--- config.mk ---
export PLATFORM = sky130hd
export DESIGN_NAME = iter_alu
export DESIGN_NICKNAME = d
export VERILOG_FILES = /design/src/rtl/alu_pkg.sv /design/src/rtl/seq_divider.sv /design/src/rtl/iter_alu.sv
export SDC_FILE = /design/constraint.sdc
export NUM_CORES = 1
export LEC_CHECK = 0
export CAP_MARGIN = 0
export CORE_UTILIZATION = 59
export DETAILED_ROUTE_END_ITERATION = 6
export GPL_TIMING_DRIVEN = 0
export PLACE_DENSITY = 0.81
export SLEW_MARGIN = 20
export SYNTH_ARGS = -nofsm -noshare
export SYNTH_HDL_FRONTEND = slang
export SYNTH_SLANG_ARGS = --single-unit
--- constraint.sdc ---
create_clock -name clk -period 5.8 [get_ports clk]
set_clock_uncertainty 0.15 [all_clocks]
set_input_delay 1.74 -clock clk [delete_from_list [all_inputs] [get_ports clk]]
set_output_delay 1.74 -clock clk [all_outputs]
set_load 0.05 [all_outputs]
--- src/rtl/alu_pkg.sv ---
// Shared op-codes and FSM state type for the iterative ALU.
package alu_pkg;

   localparam logic [2:0] OP_ADD = 3'b000;
   localparam logic [2:0] OP_SUB = 3'b001;
   localparam logic [2:0] OP_DIV = 3'b010;
   localparam logic [2:0] OP_MUL = 3'b011;
   localparam logic [2:0] OP_MOD = 3'b100;

   typedef enum logic [1:0] {
      ST_IDLE = 2'd0,
      ST_RUN  = 2'd1,
      ST_DONE = 2'd2
   } state_t;

   function automatic logic op_is_divider(input logic [2:0] op);
      return (op == OP_DIV) || (op == OP_MOD);
   endfunction

endpackage

--- src/rtl/seq_divider.sv ---
// Restoring divider, one quotient bit per cycle; iteration count comes from the owner's counter.
module seq_divider #(
   parameter int W  = 8,
   parameter int CW = 4
) (
   input  logic          clk,
   input  logic          rst,
   input  logic          start,
   input  logic [W-1:0]  dividend,
   input  logic [W-1:0]  divisor,
   input  logic [CW-1:0] iter_cnt,
   output logic          done,
   output logic [W-1:0]  quotient,
   output logic [W-1:0]  remainder
);

   localparam logic [CW-1:0] LAST = CW'(W);

   logic [W-1:0] quo_q, quo_d;
   logic [W-1:0] rem_q, rem_d;
   logic [W-1:0] dvs_q, dvs_d;
   logic         run_q, run_d;

   logic [W-1:0] src_quo, src_rem, src_dvs;
   logic [W:0]   shifted, trial;
   logic         fits;
   logic [W-1:0] step_quo, step_rem;

   // The start edge already performs the first iteration on the raw operands.
   always_comb begin
      src_quo  = start ? dividend : quo_q;
      src_rem  = start ? '0 : rem_q;
      src_dvs  = start ? divisor : dvs_q;
      shifted  = {src_rem, src_quo[W-1]};
      trial    = shifted - {1'b0, src_dvs};
      fits     = (shifted >= {1'b0, src_dvs});
      step_rem = fits ? trial[W-1:0] : shifted[W-1:0];
      step_quo = {src_quo[W-2:0], fits};
   end

   always_comb begin
      quo_d = quo_q;
      rem_d = rem_q;
      dvs_d = dvs_q;
      run_d = run_q;
      if (start) begin
         quo_d = step_quo;
         rem_d = step_rem;
         dvs_d = divisor;
         run_d = 1'b1;
      end else if (run_q) begin
         if (iter_cnt == LAST) begin
            run_d = 1'b0;
         end else begin
            quo_d = step_quo;
            rem_d = step_rem;
         end
      end
   end

   always_ff @(posedge clk) begin
      if (rst) begin
         quo_q <= '0;
         rem_q <= '0;
         dvs_q <= '0;
         run_q <= 1'b0;
      end else begin
         quo_q <= quo_d;
         rem_q <= rem_d;
         dvs_q <= dvs_d;
         run_q <= run_d;
      end
   end

   assign done      = run_q && (iter_cnt == LAST);
   assign quotient  = quo_q;
   assign remainder = rem_q;

endmodule

--- src/rtl/iter_alu.sv ---
// Multi-cycle ALU: single-cycle add/sub, shift-add multiply and restoring divide/modulo.
import alu_pkg::*;

module iter_alu #(
   parameter int W = 8
) (
   input  logic           clk,
   input  logic           rst,
   input  logic           start,
   input  logic [2:0]     op,
   input  logic [W-1:0]   in_a,
   input  logic [W-1:0]   in_b,
   output logic           busy,
   output logic           done,
   output logic [2*W-1:0] result,
   output logic           dz,
   output logic           err
);

   localparam int            CW   = $clog2(W + 1);
   localparam logic [CW-1:0] LAST = CW'(W);

   state_t           state_q, state_d;
   logic [CW-1:0]    cnt_q, cnt_d;
   logic [2:0]       op_q, op_d;
   logic [W-1:0]     a_q, a_d;
   logic [2*W-1:0]   acc_q, acc_d;
   logic [2*W-1:0]   result_q, result_d;
   logic             dz_q, dz_d;
   logic             err_q, err_d;

   logic             accept, go_run, run_last;
   logic             div_start, div_done;
   logic [W-1:0]     div_quo, div_rem;
   logic [W:0]       add_sum, sub_diff, psum;
   logic [2*W-1:0]   src_acc, step_acc;
   logic [W-1:0]     src_a;

   assign accept   = start && (state_q != ST_RUN);
   assign go_run   = (op == OP_MUL) || (op_is_divider(op) && (in_b != '0));
   assign run_last = (op_q == OP_MUL) ? (cnt_q == LAST) : div_done;
   assign div_start = accept && op_is_divider(op) && (in_b != '0);

   seq_divider #(.W(W), .CW(CW)) u_div (
      .clk       (clk),
      .rst       (rst),
      .start     (div_start),
      .dividend  (in_a),
      .divisor   (in_b),
      .iter_cnt  (cnt_q),
      .done      (div_done),
      .quotient  (div_quo),
      .remainder (div_rem)
   );

   // FSM: state register
   always_ff @(posedge clk) begin
      if (rst) state_q <= ST_IDLE;
      else     state_q <= state_d;
   end

   // FSM: next state
   always_comb begin
      state_d = state_q;
      unique case (state_q)
         ST_IDLE, ST_DONE: begin
            if (accept) state_d = go_run ? ST_RUN : ST_DONE;
            else        state_d = ST_IDLE;
         end
         ST_RUN:  if (run_last) state_d = ST_DONE;
         default: state_d = ST_IDLE;
      endcase
   end

   // FSM: outputs
   always_comb begin
      busy = (state_q == ST_RUN);
      done = (state_q == ST_DONE);
   end

   // Multiplier keeps {high partial, remaining multiplier bits} in one register.
   always_comb begin
      add_sum  = {1'b0, in_a} + {1'b0, in_b};
      sub_diff = {1'b0, in_a} - {1'b0, in_b};
      src_acc  = accept ? {{W{1'b0}}, in_b} : acc_q;
      src_a    = accept ? in_a : a_q;
      psum     = {1'b0, src_acc[2*W-1:W]} + {1'b0, (src_acc[0] ? src_a : {W{1'b0}})};
      step_acc = {psum, src_acc[W-1:1]};
   end

   always_comb begin
      cnt_d    = cnt_q;
      op_d     = op_q;
      a_d      = a_q;
      acc_d    = acc_q;
      result_d = result_q;
      dz_d     = dz_q;
      err_d    = err_q;
      if (accept) begin
         op_d  = op;
         a_d   = in_a;
         cnt_d = CW'(1);
         dz_d  = 1'b0;
         err_d = 1'b0;
         if (op == OP_MUL) acc_d = step_acc;
         if (!go_run) begin
            if (op == OP_ADD) begin
               result_d = {{(W-1){1'b0}}, add_sum};
            end else if (op == OP_SUB) begin
               result_d = {{(W-1){sub_diff[W]}}, sub_diff};
            end else if (op_is_divider(op)) begin
               result_d = '1;
               dz_d     = 1'b1;
            end else begin
               result_d = '0;
               err_d    = 1'b1;
            end
         end
      end else if (state_q == ST_RUN) begin
         if (!run_last) begin
            cnt_d = cnt_q + CW'(1);
            if (op_q == OP_MUL) acc_d = step_acc;
         end else if (op_q == OP_MUL) begin
            result_d = acc_q;
         end else if (op_q == OP_DIV) begin
            result_d = {{W{1'b0}}, div_quo};
         end else begin
            result_d = {{W{1'b0}}, div_rem};
         end
      end
   end

   always_ff @(posedge clk) begin
      if (rst) begin
         cnt_q    <= '0;
         op_q     <= OP_ADD;
         a_q      <= '0;
         acc_q    <= '0;
         result_q <= '0;
         dz_q     <= 1'b0;
         err_q    <= 1'b0;
      end else begin
         cnt_q    <= cnt_d;
         op_q     <= op_d;
         a_q      <= a_d;
         acc_q    <= acc_d;
         result_q <= result_d;
         dz_q     <= dz_d;
         err_q    <= err_d;
      end
   end

   assign result = result_q;
   assign dz     = dz_q;
   assign err    = err_q;

endmodule

Word level (Yosys, flattened, before mapping)
Cells that the tools add are included.
{"block": "classes", "addsub": 5, "reduce_logical": 21, "muxes": 46, "magnitude_cmp": 1, "eq_ne": 15, "bitwise": 1}
{"operator": "$mux 16", "n": 14}
{"operator": "$mux 8", "n": 13}
{"operator": "$add 8x8->9", "n": 2}
{"operator": "$mux 1", "n": 15}
{"operator": "$eq 3x2->1 const B", "n": 4}
{"operator": "$ge 9x8->1", "n": 1}
{"operator": "$sub 8x8->9", "n": 1}
{"operator": "$ne 2x1->1 const B", "n": 4}
{"operator": "$reduce_bool 2->1", "n": 4}
{"operator": "$reduce_bool 8->1", "n": 1}
{"operator": "$sub 8x8->8", "n": 1}
{"operator": "$mux 2", "n": 3}
{"operator": "$reduce_and 2->1", "n": 3}
{"operator": "$logic_and 1x1->1", "n": 5}
{"operator": "$add 4x1->4 const B", "n": 1}
{"operator": "$eq 4x4->1 const B", "n": 1}
{"operator": "$ne 2x2->1 const B", "n": 2}
{"operator": "$pmux 2 s2", "n": 1}
{"operator": "$reduce_and 4->1", "n": 1}
{"operator": "$reduce_or 2->1", "n": 2}
{"operator": "$eq 3x1->1 const B", "n": 1}
{"operator": "$eq 3x3->1 const B", "n": 1}
{"operator": "$logic_not 3->1", "n": 1}
{"operator": "$reduce_and 3->1", "n": 1}
{"operator": "5 further kinds", "n": 6}
{"block": "word_totals", "output_inout_bits": 20, "elab_cells": 102, "in_bits": 22, "ff_bits": 76}

Logic depth before layout (Yosys ltp)
Gate-level depths: netlist of the first run.
{"block": "depth", "depth_word": 10, "depth_mapped": 15, "depth_no_buf": 12}

Hierarchy
Synthesis of the first run repeated with hierarchy kept, for this count alone.
{"block": "unflattened", "hier_cells": 645, "hier_area_um2": 5083.6}
{"mod": "iter_alu", "cells_per_inst": 468, "instances": 1, "seq_area_each_um2": 1021.0, "area_per_inst_um2": 3558.4}
{"mod": "seq_divider", "cells_per_inst": 177, "instances": 1, "seq_area_each_um2": 500.5, "area_per_inst_um2": 1525.2}

Worst setup path after synthesis of the first run
No wires, ideal clock.
{"block": "synth_timing", "kind": "input to register", "from": "input in_b[0]", "to": "register u_div.rem_q[0] (netlist: u_div.remainder[0])", "t_required_ps": 5528, "setup_time_ps": 122, "stages": 15, "t_arrival_ps": 4797, "path_buffers": 3, "setup_slack_ps": 731, "path_cell_list": "buf_6 > nor4_4 > nand2_1 > nand3_2 > buf_2 > buf_2 > nor2_1 > a21oi_1 > ha_1 > nor2b_1 > o211a_1 > o31a_1 > a211oi_4 > nor4_1 > a311o_1"}
{"block": "synth_via", "elab_chain_len": 8, "word_cells_on_any_way": 14, "cone_classes": "add/sub: 1; order compare: 1; eq/ne: 1; mux: 7; reduce/logical: 4"}
{"item": "from (decl)", "line": "iter_alu.sv:12", "source": "input logic [W-1:0] in_b,"}
{"item": "$reduce_bool 8->1", "line": "iter_alu.sv:42", "source": "assign div_start = accept && op_is_divider(op) && (in_b != '0);"}
{"item": "$logic_and 1x1->1", "line": "iter_alu.sv:42"}
{"item": "$mux 8 (on tied branches)"}
{"item": "$sub 8x8->8 / $ge 9x8->1 (equally long branches)", "line": "seq_divider.sv:35, seq_divider.sv:36"}
{"item": "$mux 8", "line": "seq_divider.sv:37", "source": "step_rem = fits ? trial[W-1:0] : shifted[W-1:0];"}
{"item": "$mux 8", "line": "seq_divider.sv:52", "source": "if (iter_cnt == LAST) begin"}
{"item": "$mux 8", "line": "seq_divider.sv:51", "source": "end else if (run_q) begin"}
{"item": "$mux 8", "line": "seq_divider.sv:46", "source": "if (start) begin"}
{"item": "to (signal assigned)", "line": "seq_divider.sv:69", "source": "rem_q <= rem_d;"}
{"item": "to (decl)", "line": "seq_divider.sv:20", "source": "logic [W-1:0] rem_q, rem_d;"}
Parallel ways exist; a longest one is shown, timed or not. The select of a mux whose other input is x is not followed.
A chain may end at the register's enable or synchronous reset.

Final worst setup path of the first run
Ends and elaborated chain as after synthesis.

==> impl_metrics.ini, run 1 <==
[status]
status = completed

[synthesis]
yosysWarningCount = 0
synth_top_area_cell = dfxtp_1
synthTopCellsByCount = nand2_1, nor2_1, dfxtp_1
ys_seq_elements = 76
ys_seq_area_share_pct = 30.8
synthesis.nets = 689
postSynthCellCount = 629
avgSynthCellArea_um2 = 7.86
syn_area_mm2 = 0.00494
synth_top_area_share_pct = 30.8
synth_edf_count = 0
synth_top_flop_cell = dfxtp_1
synthArstFlopShare_pct = 0
yosys-top-cells-area = dfxtp_1, ha_1, nand2_1
ys_types = 71
synthMostInstantiatedCell = nand2_1

[pwr]
swShare_pct = 37.6
p_sw_uw = 557
pwr-share-comb_pct = 34.3
p_seq_share_pct = 39.2
intPower_uw = 925
clkPwrFrac_pct = 26.5
cellPowerDensity_mw_per_mm2 = 260
cellLeakagePower_uw = 0.00217
peakVddDrop_uv = 161

[run]
maxCapViolations = 0

[critical_path]
crit_type = in -> reg
slowest_stage = clkdlybuf4s50_1
reg2reg_setup_slack_ns = 1.81
crit_arrival_ns = 5.72
cp_cell_sequence = clkdlybuf4s50_1, buf_6, nor4_4, nand2_2, nand3_2, buf_2, buf_2, nor2_1, a21oi_1, ha_1, or2_1, o211a_1, o31a_1, a211oi_4, nor4_1, a311o_1
worst_setup_path_end_kind = register
max_stage_delay_ns = 0.48
reg2reg_depth = 15
cp_common_cell = buf_2
critPathLaunchType = input port
worstPathMaxFanout = 10
required_ns = 5.91

[sta]
finalSetupViolations = 0
fin_setup_tns_ns = 0
finalHoldViolCount = 0
tightest_slew_ns = 0.704
slew_viol_final = 0
fmax_mhz = 178
hold_slack_ns = 0.313
finalCriticalPeriod_ns = 5.62
fin_crit_sh_pct = 96.8
fin_ws_ns = 0.184
max_slew_margin_pct = 53.1

[placed_design]
dp_slack_ns = -0.396
placed_cells = 774
gp_congestion = 0.977
portBuffers = 40
dp_hpwl_um = 11500
postPlaceCellArea_mm2 = 0.00548

[die]
initial_utilization_pct = 60.5
die_w_um = 93.5
fp.coreArea_mm2 = 0.00818
pin_count = 42
fp-row-count = 33
fp.dieArea_mm2 = 0.00875
die_h_um = 93.5

[drt]
avgRoutedWirePerCell_um = 18.9
via_count = 4946
drt_pass1_iterations = 6
vias_per_cell = 6.23
drt_first_iter_violations = 465
wirelength_um = 15000
ant_nets = 0
drc = 0

[global_routing]
grt_usage_pct = 35.7
antenna_found_initial = 0
overflow = 0
first_global_vias = 4662
grt_max_degree = 16
grt_pass1_wl_um = 23800

[cells_and_area]
fin_cells = 794
final_area_mm2 = 0.00570
area_delta_synth_final_pct = 15.2
drive_gt1_share_pct = 6.97
final_nets = 744
antenna_cells = 0

[worst_hold_path]
min_delay_path_depth = 2
holdCritPathClass = reg -> reg

[clock_network]
htree_num_levels = 3
cts_buffers = 9
clk_latency_ns = 0.36
cts_tree = built
cts_sinks = 76
cts_root_buf = clkbuf_8
cts_buffer_depth = 2
clk_pin_slew_ns = 0.09
==> final timing paths <==
path,endpoint,startpoint
worst max-delay path,u_div.remainder[0],in_b[0]
worst min-delay path,a_q[4],a_q[4]
worst max register to register,u_div.remainder[0],state_q[0]
worst min register to register,a_q[4],a_q[4]
==> cells by family after synthesis <==
group	synth area share (%)
and+or+nand+nor	24.3
buffers and inverters	5.04
DFF	30.8
adders and majority gates	10.2
muxes	3.49
AOI/OAI and AO/OA	23.3
xor gates and xnor gates	2.83
==> sequential cells by signal, indices dropped and copies added (netlist names) <==
signal / flops
acc_q: 16
result: 16
a_q: 8
u_div.dvs_q: 8
u_div.quotient: 8
u_div.remainder: 8
cnt_q: 4
op_q: 3
state_q: 2
dz: 1
err: 1
u_div.run_q: 1
==> power by group through the flow <==
stage	logic (µW)	registers (µW)	clock network, µW
final	508	581	393
after global routing	548	584	418
after CTS	464	580	390
after detailed placement	462	592	0
after global placement	452	590	0
after floorplan	305	614	0
==> through the flow <==
step	total power (µW)	util, %
final	1480	69.7
after global routing	1550	69.7
after CTS	1430	69.2
after detailed placement	1050	67.0
after global placement	1040	67.0
after floorplan	918	-
==> routing by layer <==
layer	track usage [%]	wire, µm
met5	0	0
met4	15.9	468
met3	5.85	1340
met2	58.6	7020
met1	45.9	6180
==> layout make-up <==
cell class,instances,area [µm²]
Multi-Input combinational cell,493,3180
Fill cell,680,2480
Sequential cell,76,1520
Timing Repair Buffer,44,430
Buffer,34,153
Tap cell,105,131
Clock buffer,9,124
Inverter,26,97.6
Clock inverter,7,58.8
==> cells in the final DEF, fill, tap and decap left out, drive strengths merged, types with 4 or more instances in the layout <==
| master | synthesis | layout |
|---|---|---|
| a211oi | 25 | 25 |
| a21o | 5 | 5 |
| a21oi | 46 | 46 |
| a311oi | 14 | 14 |
| a31oi | 5 | 5 |
| and2 | 23 | 23 |
| buf | 15 | 19 |
| clkbuf | 19 | 28 |
| clkdlybuf4s50 | 0 | 40 |
| dfxtp | 76 | 76 |
| fa | 4 | 4 |
| ha | 34 | 34 |
| inv | 25 | 29 |
| mux2i | 15 | 15 |
| nand2 | 85 | 85 |
| nand2b | 4 | 4 |
| nand3 | 28 | 28 |
| nand3b | 4 | 4 |
| nor2 | 80 | 80 |
| nor2b | 7 | 7 |
| nor3 | 10 | 10 |
| nor4 | 5 | 5 |
| o211ai | 4 | 4 |
| o21a | 4 | 4 |
| o21ai | 16 | 16 |
| o221ai | 4 | 4 |
| o22ai | 4 | 4 |
| or2 | 4 | 4 |
| xnor2 | 11 | 11 |
| xor2 | 5 | 5 |
==> worst max-delay path: cells and delay by family <==
| kind | cells | cell delay (ns) |
|---|---|---|
| compound gates | 5 | 1.34 |
| buf+inv | 4 | 1.17 |
| simple gates | 6 | 1.13 |
| fa+ha+maj | 1 | 0.32 |
==> what timing repair did <==
item                       4_1_cts  5_1_grt
setup endpoints to repair        2        7
pin swaps                        1        1
hold buffers                     0        0
buffers inserted                 0        4
gates resized for setup          0        4
No activity file was read; power rests on OpenSTA's default activity.
==> run 2: changes to the inputs <==
--- a/config.mk
+++ b/config.mk
@@ -6,10 +6,10 @@
 export NUM_CORES = 1
 export LEC_CHECK = 0
 export CAP_MARGIN = 0
-export CORE_UTILIZATION = 59
+export CORE_UTILIZATION = 51
 export DETAILED_ROUTE_END_ITERATION = 6
 export GPL_TIMING_DRIVEN = 0
-export PLACE_DENSITY = 0.81
+export PLACE_DENSITY = 0.72
 export SLEW_MARGIN = 20
 export SYNTH_ARGS = -nofsm -noshare
 export SYNTH_HDL_FRONTEND = slang
==> constraint.sdc (replaced) <==
create_clock -name clk -period 6.21 [get_ports clk]
set_clock_uncertainty 0.15 [all_clocks]
set_input_delay 1.863 -clock clk [delete_from_list [all_inputs] [get_ports clk]]
set_output_delay 1.863 -clock clk [all_outputs]
set_load 0.05 [all_outputs]
==> impl_metrics.ini, run 2 (synthesized netlist as in run 1, its figures left out) <==
[cells_and_area]
regArea_mm2 = 0.00152
fill_cells = 886
layout_commonest_cell = nand2_1
area_delta_synth_final_pct = 15.6
drive_gt1_share_pct = 5.99
antenna_cells = 0
final_nets = 740
most-common-layout-cells = nand2_1, nor2_1, dfxtp_1
final_core_util_pct = 61.3
multi_input_area_mm2 = 0.00317

[clock_network]
postCtsSetupRepairBufs = 0
htree_num_levels = 3
clk_latency_ns = 0.35
holdBufCountCts = 0
cts_sinks = 76
cts_tree = built
cts_buffer_depth = 2
cts_root_buf = clkbuf_8
cts_buffers = 9
cts_resized = 0
clk_pin_slew_ns = 0.09

[status]
status = completed

[critical_path]
crit_arrival_ns = 6.07
worstPathMaxFanout = 10
cp-startpoint = in_b[0]
r2r_end = u_div.remainder[0]
worst_setup_path_end_kind = register
reg2reg_depth = 15
critPathLaunchType = input port
crit_type = in -> reg
crit_end = u_div.remainder[0]
reg2reg_setup_slack_ns = 2.05
required_ns = 6.30
r2r_start = state_q[1]

[die]
fp.coreArea_mm2 = 0.00933
pin_count = 42
initial_utilization_pct = 53.0
fp.dieArea_mm2 = 0.0101
fp-row-count = 35
die_w_um = 100
die_h_um = 100

[sta]
hold_slack_ns = 0.303
finalHoldViolCount = 0
slew_viol_final = 0
max_slew_margin_pct = 51.4
fmax_mhz = 167
rsz0062_at_grt = false
fin_setup_tns_ns = 0
finalCriticalPeriod_ns = 5.98
tightest_slew_ns = 0.729
fin_crit_sh_pct = 96.2
finalSetupViolations = 0

[drt]
via_count = 4863
vias_per_cell = 5.97
drt_first_iter_violations = 289
drc = 0
wirelength_um = 15300
ant_nets = 0
avgRoutedWirePerCell_um = 18.8
drt_pass1_iterations = 5

[global_routing]
overflow = 0
antenna_found_initial = 0
grt_pass1_wl_um = 24200
grt_usage_pct = 31.6
first_global_vias = 4636
grt_max_degree = 15

[run]
maxCapViolations = 0

[placed_design]
portBuffers = 40
dp_hpwl_um = 11900
gp_congestion = 0.977

[pwr]
cellPowerDensity_mw_per_mm2 = 243
cellLeakagePower_uw = 0.00216
peakVddDrop_uv = 166

[worst_hold_path]
holdCritPathClass = reg -> reg
==> run 2: critical path: stages <==
cell and delay (ns):
clkdlybuf4s50_1 0.48, buf_6 0.20, nor4_4 0.30, nand2_1 0.23
nand3_2 0.25, buf_2 0.24, buf_2 0.27, nor2_1 0.07
a21oi_1 0.30, ha_1 0.30, nor2b_1 0.15, o211a_1 0.24
o31a_1 0.30, a211oi_4 0.42, nor4_1 0.10, a311o_1 0.32
==> run 2: worst min path at each step <==
stage	depth (start not counted)	start	to
finish	2	result[1]	result[1]
floorplan	2	a_q[0]	a_q[0]
CTS	2	result[1]	result[1]
global placement	2	result[1]	result[1]
detailed placement	2	result[1]	result[1]
global route	2	result[1]	result[1]
==> run 2: area by class of cell <==
cell class	instances	share of cell area, %
Buffer	34	2.65
Clock inverter	6	1.25
Sequential cell	76	26.6
Inverter	26	1.71
Clock buffer	10	2.41
Multi-Input combinational cell	493	55.5
Tap cell	129	2.82
Timing Repair Buffer	40	7.01
==> run 2: power breakdown <==
group	total (µW)	internal (µW)	switching [µW]	leakage, µW
Clock	407	201	206	0.000105
Combinational	440	169	271	0.00144
Sequential	542	518	23.4	0.000620
==> run 2: routing by layer <==
metal / wire length [µm] / part of all wire [%] / global-route usage, %
met5: 0 / 0 / 0
met4: 648 / 4.2 / 14.5
met3: 983 / 6.4 / 6.17
met1: 6520 / 43 / 38.3
met2: 7150 / 47 / 54.2
==> run 2: stage by stage <==
step	worst slack, ns	power [µW]	instance area, µm²	std cells
after CTS	0.266	1380	5710	814
final	0.233	1390	5710	814
after detailed placement	-0.0825	985	5510	798
after global routing	0.0265	1460	5710	814
after floorplan	1.02	858	4940	629
after global placement	-0.0258	977	5510	798
==> patch 1, RTL diff (flow settings as in run 1) <==
Take the reset off `a_q` and `result_q` and load them in a clocked block of their own.
--- a/src/rtl/iter_alu.sv
+++ b/src/rtl/iter_alu.sv
@@ -135,7 +135,5 @@
          cnt_q    <= '0;
          op_q     <= OP_ADD;
-         a_q      <= '0;
          acc_q    <= '0;
-         result_q <= '0;
          dz_q     <= 1'b0;
          err_q    <= 1'b0;
@@ -143,10 +141,13 @@
          cnt_q    <= cnt_d;
          op_q     <= op_d;
-         a_q      <= a_d;
          acc_q    <= acc_d;
-         result_q <= result_d;
          dz_q     <= dz_d;
          err_q    <= err_d;
       end
+   end
+
+   always_ff @(posedge clk) begin
+      a_q      <= a_d;
+      result_q <= result_d;
    end
 
Function: changed (a bounded check fails within 4 cycles, from zero or initial values and one cycle with rst high).
==> patch 1 against run 1 <==
- synthesized cell count decreased by 0.95%
- routed wire length decreased by 3.9%
- sequential power is 4.0% higher
- register-to-register slack better by 0.15 ns
- area after synthesis grew 1.9%
- final cell count down 1.3%
- total power rose by 1.1%
- design area is 1.5% higher
- critical endpoint is now u_div.remainder[2]$_SDFFE_PP0P_
- worst setup slack improved by 0.13 ns
- sequential cell count stayed put
==> patch 1: results (changes against run 1) <==
* Status: completed
* Worst flop-to-flop path endpoint: u_div.remainder[2]$_SDFFE_PP0P_
* Slew @ Worst Pin at 0.727 ns (+0.0229 ns)
* Max Cap Viol at 0 (unchanged)
* Routability congestion estimate at 1.03 (+4.9%)
* Vias in the first global route at 4522 (-3.0%)
* Hold Path Depth at 2 (unchanged)
* Internal reg-to-reg setup slack at 1.96 ns (+0.15 ns)
* Hold path startpoint: a_q[5]$_DFF_P_
* HPWL after DPL at 11.2 mm (-2.7%)
* Clock root buffer master: clkbuf_8
* Pin count of the biggest net entering global routing at 15 (-1)
* Sequential area share after synthesis at 33.4% (+2.6 points)
* Top cells by count, synth: nor2_1 (94), nand2_1 (69), dfxtp_1 (60), a21oi_1 (53), ha_1 (34)
* Worst reg2reg path depth at 13 (-2)
* DRT Pass-1 Iters at 5 (-1)
* 1st-iter DRT viols at 477 (+2.6%)
* Post-DR wirelength/cell at 18.4 um (-2.7%)
* VDD IR-drop max at 187 uV (+16%)
* Ys async rst share at 0% (unchanged)
* CTS H-Tree Depth at 3 (unchanged)
* Post-CTS Setup Repair Bufs at 0 (unchanged)
* Nets at 734 (-1.3%)
* Top_reg_cell synth: dfxtp_1
* Post-Syn Nets at 683 (-0.87%)
* Clock buffer count from CTS at 9 (unchanged)
* CTS max path bufs at 2 (unchanged)
* R2r startpoint: state_q[1]$_SDFFE_PP0N_
* Hold crit path type: reg2reg
* GRT Overall Usage at 33.9% (-1.7 points)
* CP max FO at 10 (unchanged)
* Number of synthesized flops with an enable pin at 16 (+16)
* Leak at 2.29 nW (+5.3%)
* Post-CTS sizing at 0 (unchanged)
* Arr. time, crit path at 5.54 ns (-0.18 ns)
* Clk_lat worst skew at about 0.35 ns
* Fillers at 701 (+3.1%)
* Netlist cell types at 69 (-2.8%)
* Ys Warns at 0 (unchanged)
* # diodes at 0 (unchanged)
* Global-route wire length before repair at 22.9 mm (-3.7%)
* Area post-placement at 5570 sq um (+1.8%)
* Antenna violations before repair at 0 (unchanged)
* Clock slew at reported path FFs at 0.09 ns (about the same)
* IO buf count at 39 (-2.5%)
* Ratio of cells with drive above 1 in the final layout at 6.92% (-0.045 points)
* Vias at 4926 (-0.40%)
* Final core occ at 70.0% (+0.35 points)
* Hold endpoint: a_q[5]$_DFF_P_
* Synth area leaders: dfxtp_1 (24%), edfxtp_1 (9.5%), ha_1 (8.4%)
==> patch 1: changes by cell type after synthesis, moves of 8 or more <==
cell,run 1,this run
nand3_1,27,11
nor2_1,79,94
dfxtp_1,76,60
edfxtp_1,0,16
buf_2,7,15
nand2_1,85,69
==> patch 1: worst max-delay path by stage <==
stage,endpoint,depth (start not counted),from
final,u_div.remainder[2]$_SDFFE_PP0P_,14,in_b[0]
after CTS,u_div.remainder[2]$_SDFFE_PP0P_,14,op[1]
after global placement,result[1]$_DFFE_PP_,5,op[1]
after floorplan,u_div.remainder[2]$_SDFFE_PP0P_,14,op[0]
after global routing,u_div.remainder[5]$_SDFFE_PP0P_,14,in_b[0]
after detailed placement,u_div.remainder[2]$_SDFFE_PP0P_,14,op[1]
==> patch 1: kinds of logic (layout without fill, tap and decap cells) <==
kind of cell,Yosys count,count (layout),synth area share [%]
AOI/OAI and AO/OA,166,166,22.8
xor gates and xnor gates,14,14,2.43
adders and majority gates,38,38,10.0
buffers and inverters,64,120,5.22
DFF,76,76,33.4
muxes,15,15,2.98
and+or+nand+nor,250,250,23.2
==> patch 1: metrics by stage <==
stage,worst slack [ns],cells,hold WS (ns),total power [W]
after floorplan,1.33,623,0.267,0.000941
final,0.317,784,0.311,0.00150
after detailed placement,0.0763,768,0.284,0.00108
after global routing,0.206,784,0.324,0.00156
after global placement,0.161,767,0.278,0.00106
after CTS,0.438,784,0.307,0.00149
==> patch 1: metal layers <==
| layer | vias to the layer above | track usage (%) | share of wire, % |
|---|---|---|---|
| met3 | 27 | 4.27 | 8.8 |
| met1 | 2338 | 46.9 | 43 |
| met4 | 0 | 10.6 | 1.7 |
| met2 | 245 | 55.0 | 46 |
| met5 | - | 0 | 0 |
| li1 | 2316 | - | - |
==> patch 1: power breakdown <==
part | internal [W] | total, W | switching, W
clock | 0.000209 | 0.000421 | 0.000213
combinational | 0.000172 | 0.000472 | 0.000300
sequential | 0.000581 | 0.000604 | 0.0000232
==> patch 1: final cells by class <==
class                      count  area share (%)
buffer                        35            2.66
clock buffer                  12            3.07
clock inverter                 4           0.519
inverter                      29            1.88
multi-input combinational    483            53.6
sequential                    76            29.1
tap                          105            2.27
timing repair buffer          40            6.95
==> patch 1: worst max-delay path, cell delays in order <==
cell             delay [ns]
clkdlybuf4s50_1        0.58
nor4_2                 0.40
nand2_1                0.12
nand3_1                0.14
buf_2                  0.23
clkbuf_1               0.36
and2_1                 0.19
ha_1                   0.28
a2111oi_0              0.39
o21ai_0                0.21
o21ai_1                0.24
nand2_1                0.26
a221oi_1               0.31
nor3_1                 0.08
==> patch 2, RTL diff (config.mk and constraints of run 1) <==
Without the edit above. `W` is set to 8 in 2 places; all go to 16.
--- a/src/rtl/seq_divider.sv
+++ b/src/rtl/seq_divider.sv
@@ -1,5 +1,5 @@
 // Restoring divider, one quotient bit per cycle; iteration count comes from the owner's counter.
 module seq_divider #(
-   parameter int W  = 8,
+   parameter int W  = 16,
    parameter int CW = 4
 ) (
--- a/src/rtl/iter_alu.sv
+++ b/src/rtl/iter_alu.sv
@@ -3,5 +3,5 @@
 
 module iter_alu #(
-   parameter int W = 8
+   parameter int W = 16
 ) (
    input  logic           clk,
Interface: changed (resized in_a, in_b and result); port bits go from 42 to 74. The function was not compared with the original's and may differ.
==> patch 2 against run 1 <==
- total power is 130% higher
- worst setup slack worse by 0.026 ns
- sequential cell count increased by 65
- area after synthesis up 91%
- design area grew 97%
- via count rose by 97%
- combinational power up 130%
- routed wire length is 110% higher
- highest routed layer is now met5
==> patch 2: results (changes against run 1) <==
* Vias in the first global route at 8736 (+87%)
* Area grow syn2layout at 18.8%
* VDD IR-drop max at 270 uV (+67%)
* Vias/cell at 6.40 (+2.7%)
* Area post-placement at 10500 sq um (+91%)
* Ratio of cells with drive above 1 in the final layout at 8.56% (+1.6 points)
* HPWL after DPL at 23.9 mm (+110%)
* Synth area leaders: dfxtp_1 (30%), ha_1 (8.7%), nor2_1 (6.5%)
* Clock root buffer master: clkbuf_16
* Pin count of the biggest net entering global routing at 17 (+1)
* Slew @ Worst Pin at 0.860 ns (+0.156 ns)
* Arr. time, crit path at 5.83 ns (+0.11 ns)
* Worst reg2reg path depth at 16 (+1)
* IO buf count at 72 (+80%)
* GRT Overall Usage at 38.5% (+2.8 points)
* Fillers at 1253 (+84%)
* Clock slew at reported path FFs at 0.06 ns (-0.03 ns)
* Worst flop-to-flop path endpoint: acc_q[31]$_SDFFE_PP0P_
* Clk_lat worst skew at 0.43 ns (+0.07 ns)
* 1st-iter DRT viols at 1066 (+130%)
* Post-DR wirelength/cell at 20.9 um (+10%)
* CTS H-Tree Depth at 4 (+1)
* Status: completed
* # placed instances at 1482 (+91%)
* Global-route wire length before repair at 48.3 mm (+100%)
* Netlist cell types at 85 (+20%)
* Syn Inst Count at 1199 (+91%)
* DP Worst Slack at -1.23 ns (-0.834 ns)
* Leak at 4.54 nW (+110%)
* Post-Syn Nets at 1307 (+90%)
-- patch 2: cell count changes after synthesis, moves of 16 or more --
cell	change
clkbuf_1	+33
a211oi_1	+23
mux2i_1	+32
nor2_1	+84
dfxtp_1	+65
o21ai_0	+26
nand2_1	+49
and2_1	+16
ha_1	+32
a21oi_1	+38
inv_1	+16
-- patch 2: cell families (layout without fill, tap and decap cells) --
group	after synthesis	after routing	synth area share [%]
flip-flops	141	141	29.8
multiplexers	49	49	5.21
adder cells (fa/ha/maj)	70	70	9.57
AND/OR/NAND/NOR	469	469	23.2
AO/OA/AOI/OAI	322	322	24.1
XOR/XNOR	32	32	2.96
buffers and inverters	116	226	5.12
-- patch 2: metal layers --
| metal | track usage, % | up-vias | part of all wire [%] |
|---|---|---|---|
| met5 | 0 | - | 0.041 |
| met2 | 59.4 | 554 | 44 |
| met1 | 53.1 | 4568 | 42 |
| met4 | 14.7 | 2 | 3.5 |
| met3 | 7.28 | 90 | 10 |
| li1 | - | 4509 | - |
-- patch 2: how the worst max path moves through the flow --
stage	from	end	slack (ns)	cells after the start
2_1_floorplan	op[1]	u_div.remainder[15]$_SDFFE_PP0P_	0.48	19
3_3_place_gp	in_b[0]	u_div.remainder[13]$_SDFFE_PP0P_	-1.19	16
3_5_place_dp	in_b[0]	u_div.remainder[9]$_SDFFE_PP0P_	-1.23	16
4_1_cts	in_b[0]	u_div.remainder[4]$_SDFFE_PP0P_	0.02	18
5_1_grt	in_b[12]	u_div.remainder[15]$_SDFFE_PP0P_	-0.06	18
6_report	in_b[12]	u_div.remainder[15]$_SDFFE_PP0P_	0.16	17
-- patch 2: repair_timing --
| action | in CTS | in global routing |
|---|---|---|
| setup endpoints to repair | 20 | 20 |
| cloned | 0 | 0 |
| gates resized for setup | 17 | 37 |
| hold buffers | 0 | 0 |
| setup buffers | 3 | 4 |
| pin swaps | 2 | 3 |
-- patch 2: critical path, stage by stage --
cell             delay [ns]
clkdlybuf4s50_1        0.53
nor4_2                 0.35
nand4_1                0.24
nand2_4                0.20
clkbuf_4               0.23
buf_2                  0.30
a21oi_2                0.13
ha_1                   0.31
nor2b_1                0.15
o31a_1                 0.25
o21a_1                 0.20
o21bai_2               0.19
a21oi_2                0.14
o211ai_4               0.29
buf_6                  0.19
o221ai_1               0.12
a211oi_1               0.25
-- patch 2: area by class of cell --
class | instances | share of cell area (%)
timing repair buffer | 79 | 7.03
buffer | 73 | 3.06
tap | 211 | 2.35
clock inverter | 9 | 1.00
multi-input combinational | 942 | 55.9
sequential | 141 | 25.1
inverter | 43 | 1.47
clock buffer | 22 | 4.13
-- patch 2: power by group --
part           switching [W]  internal (W)
Combinational       0.000724      0.000446
Sequential         0.0000514       0.00104
Clock               0.000428      0.000655
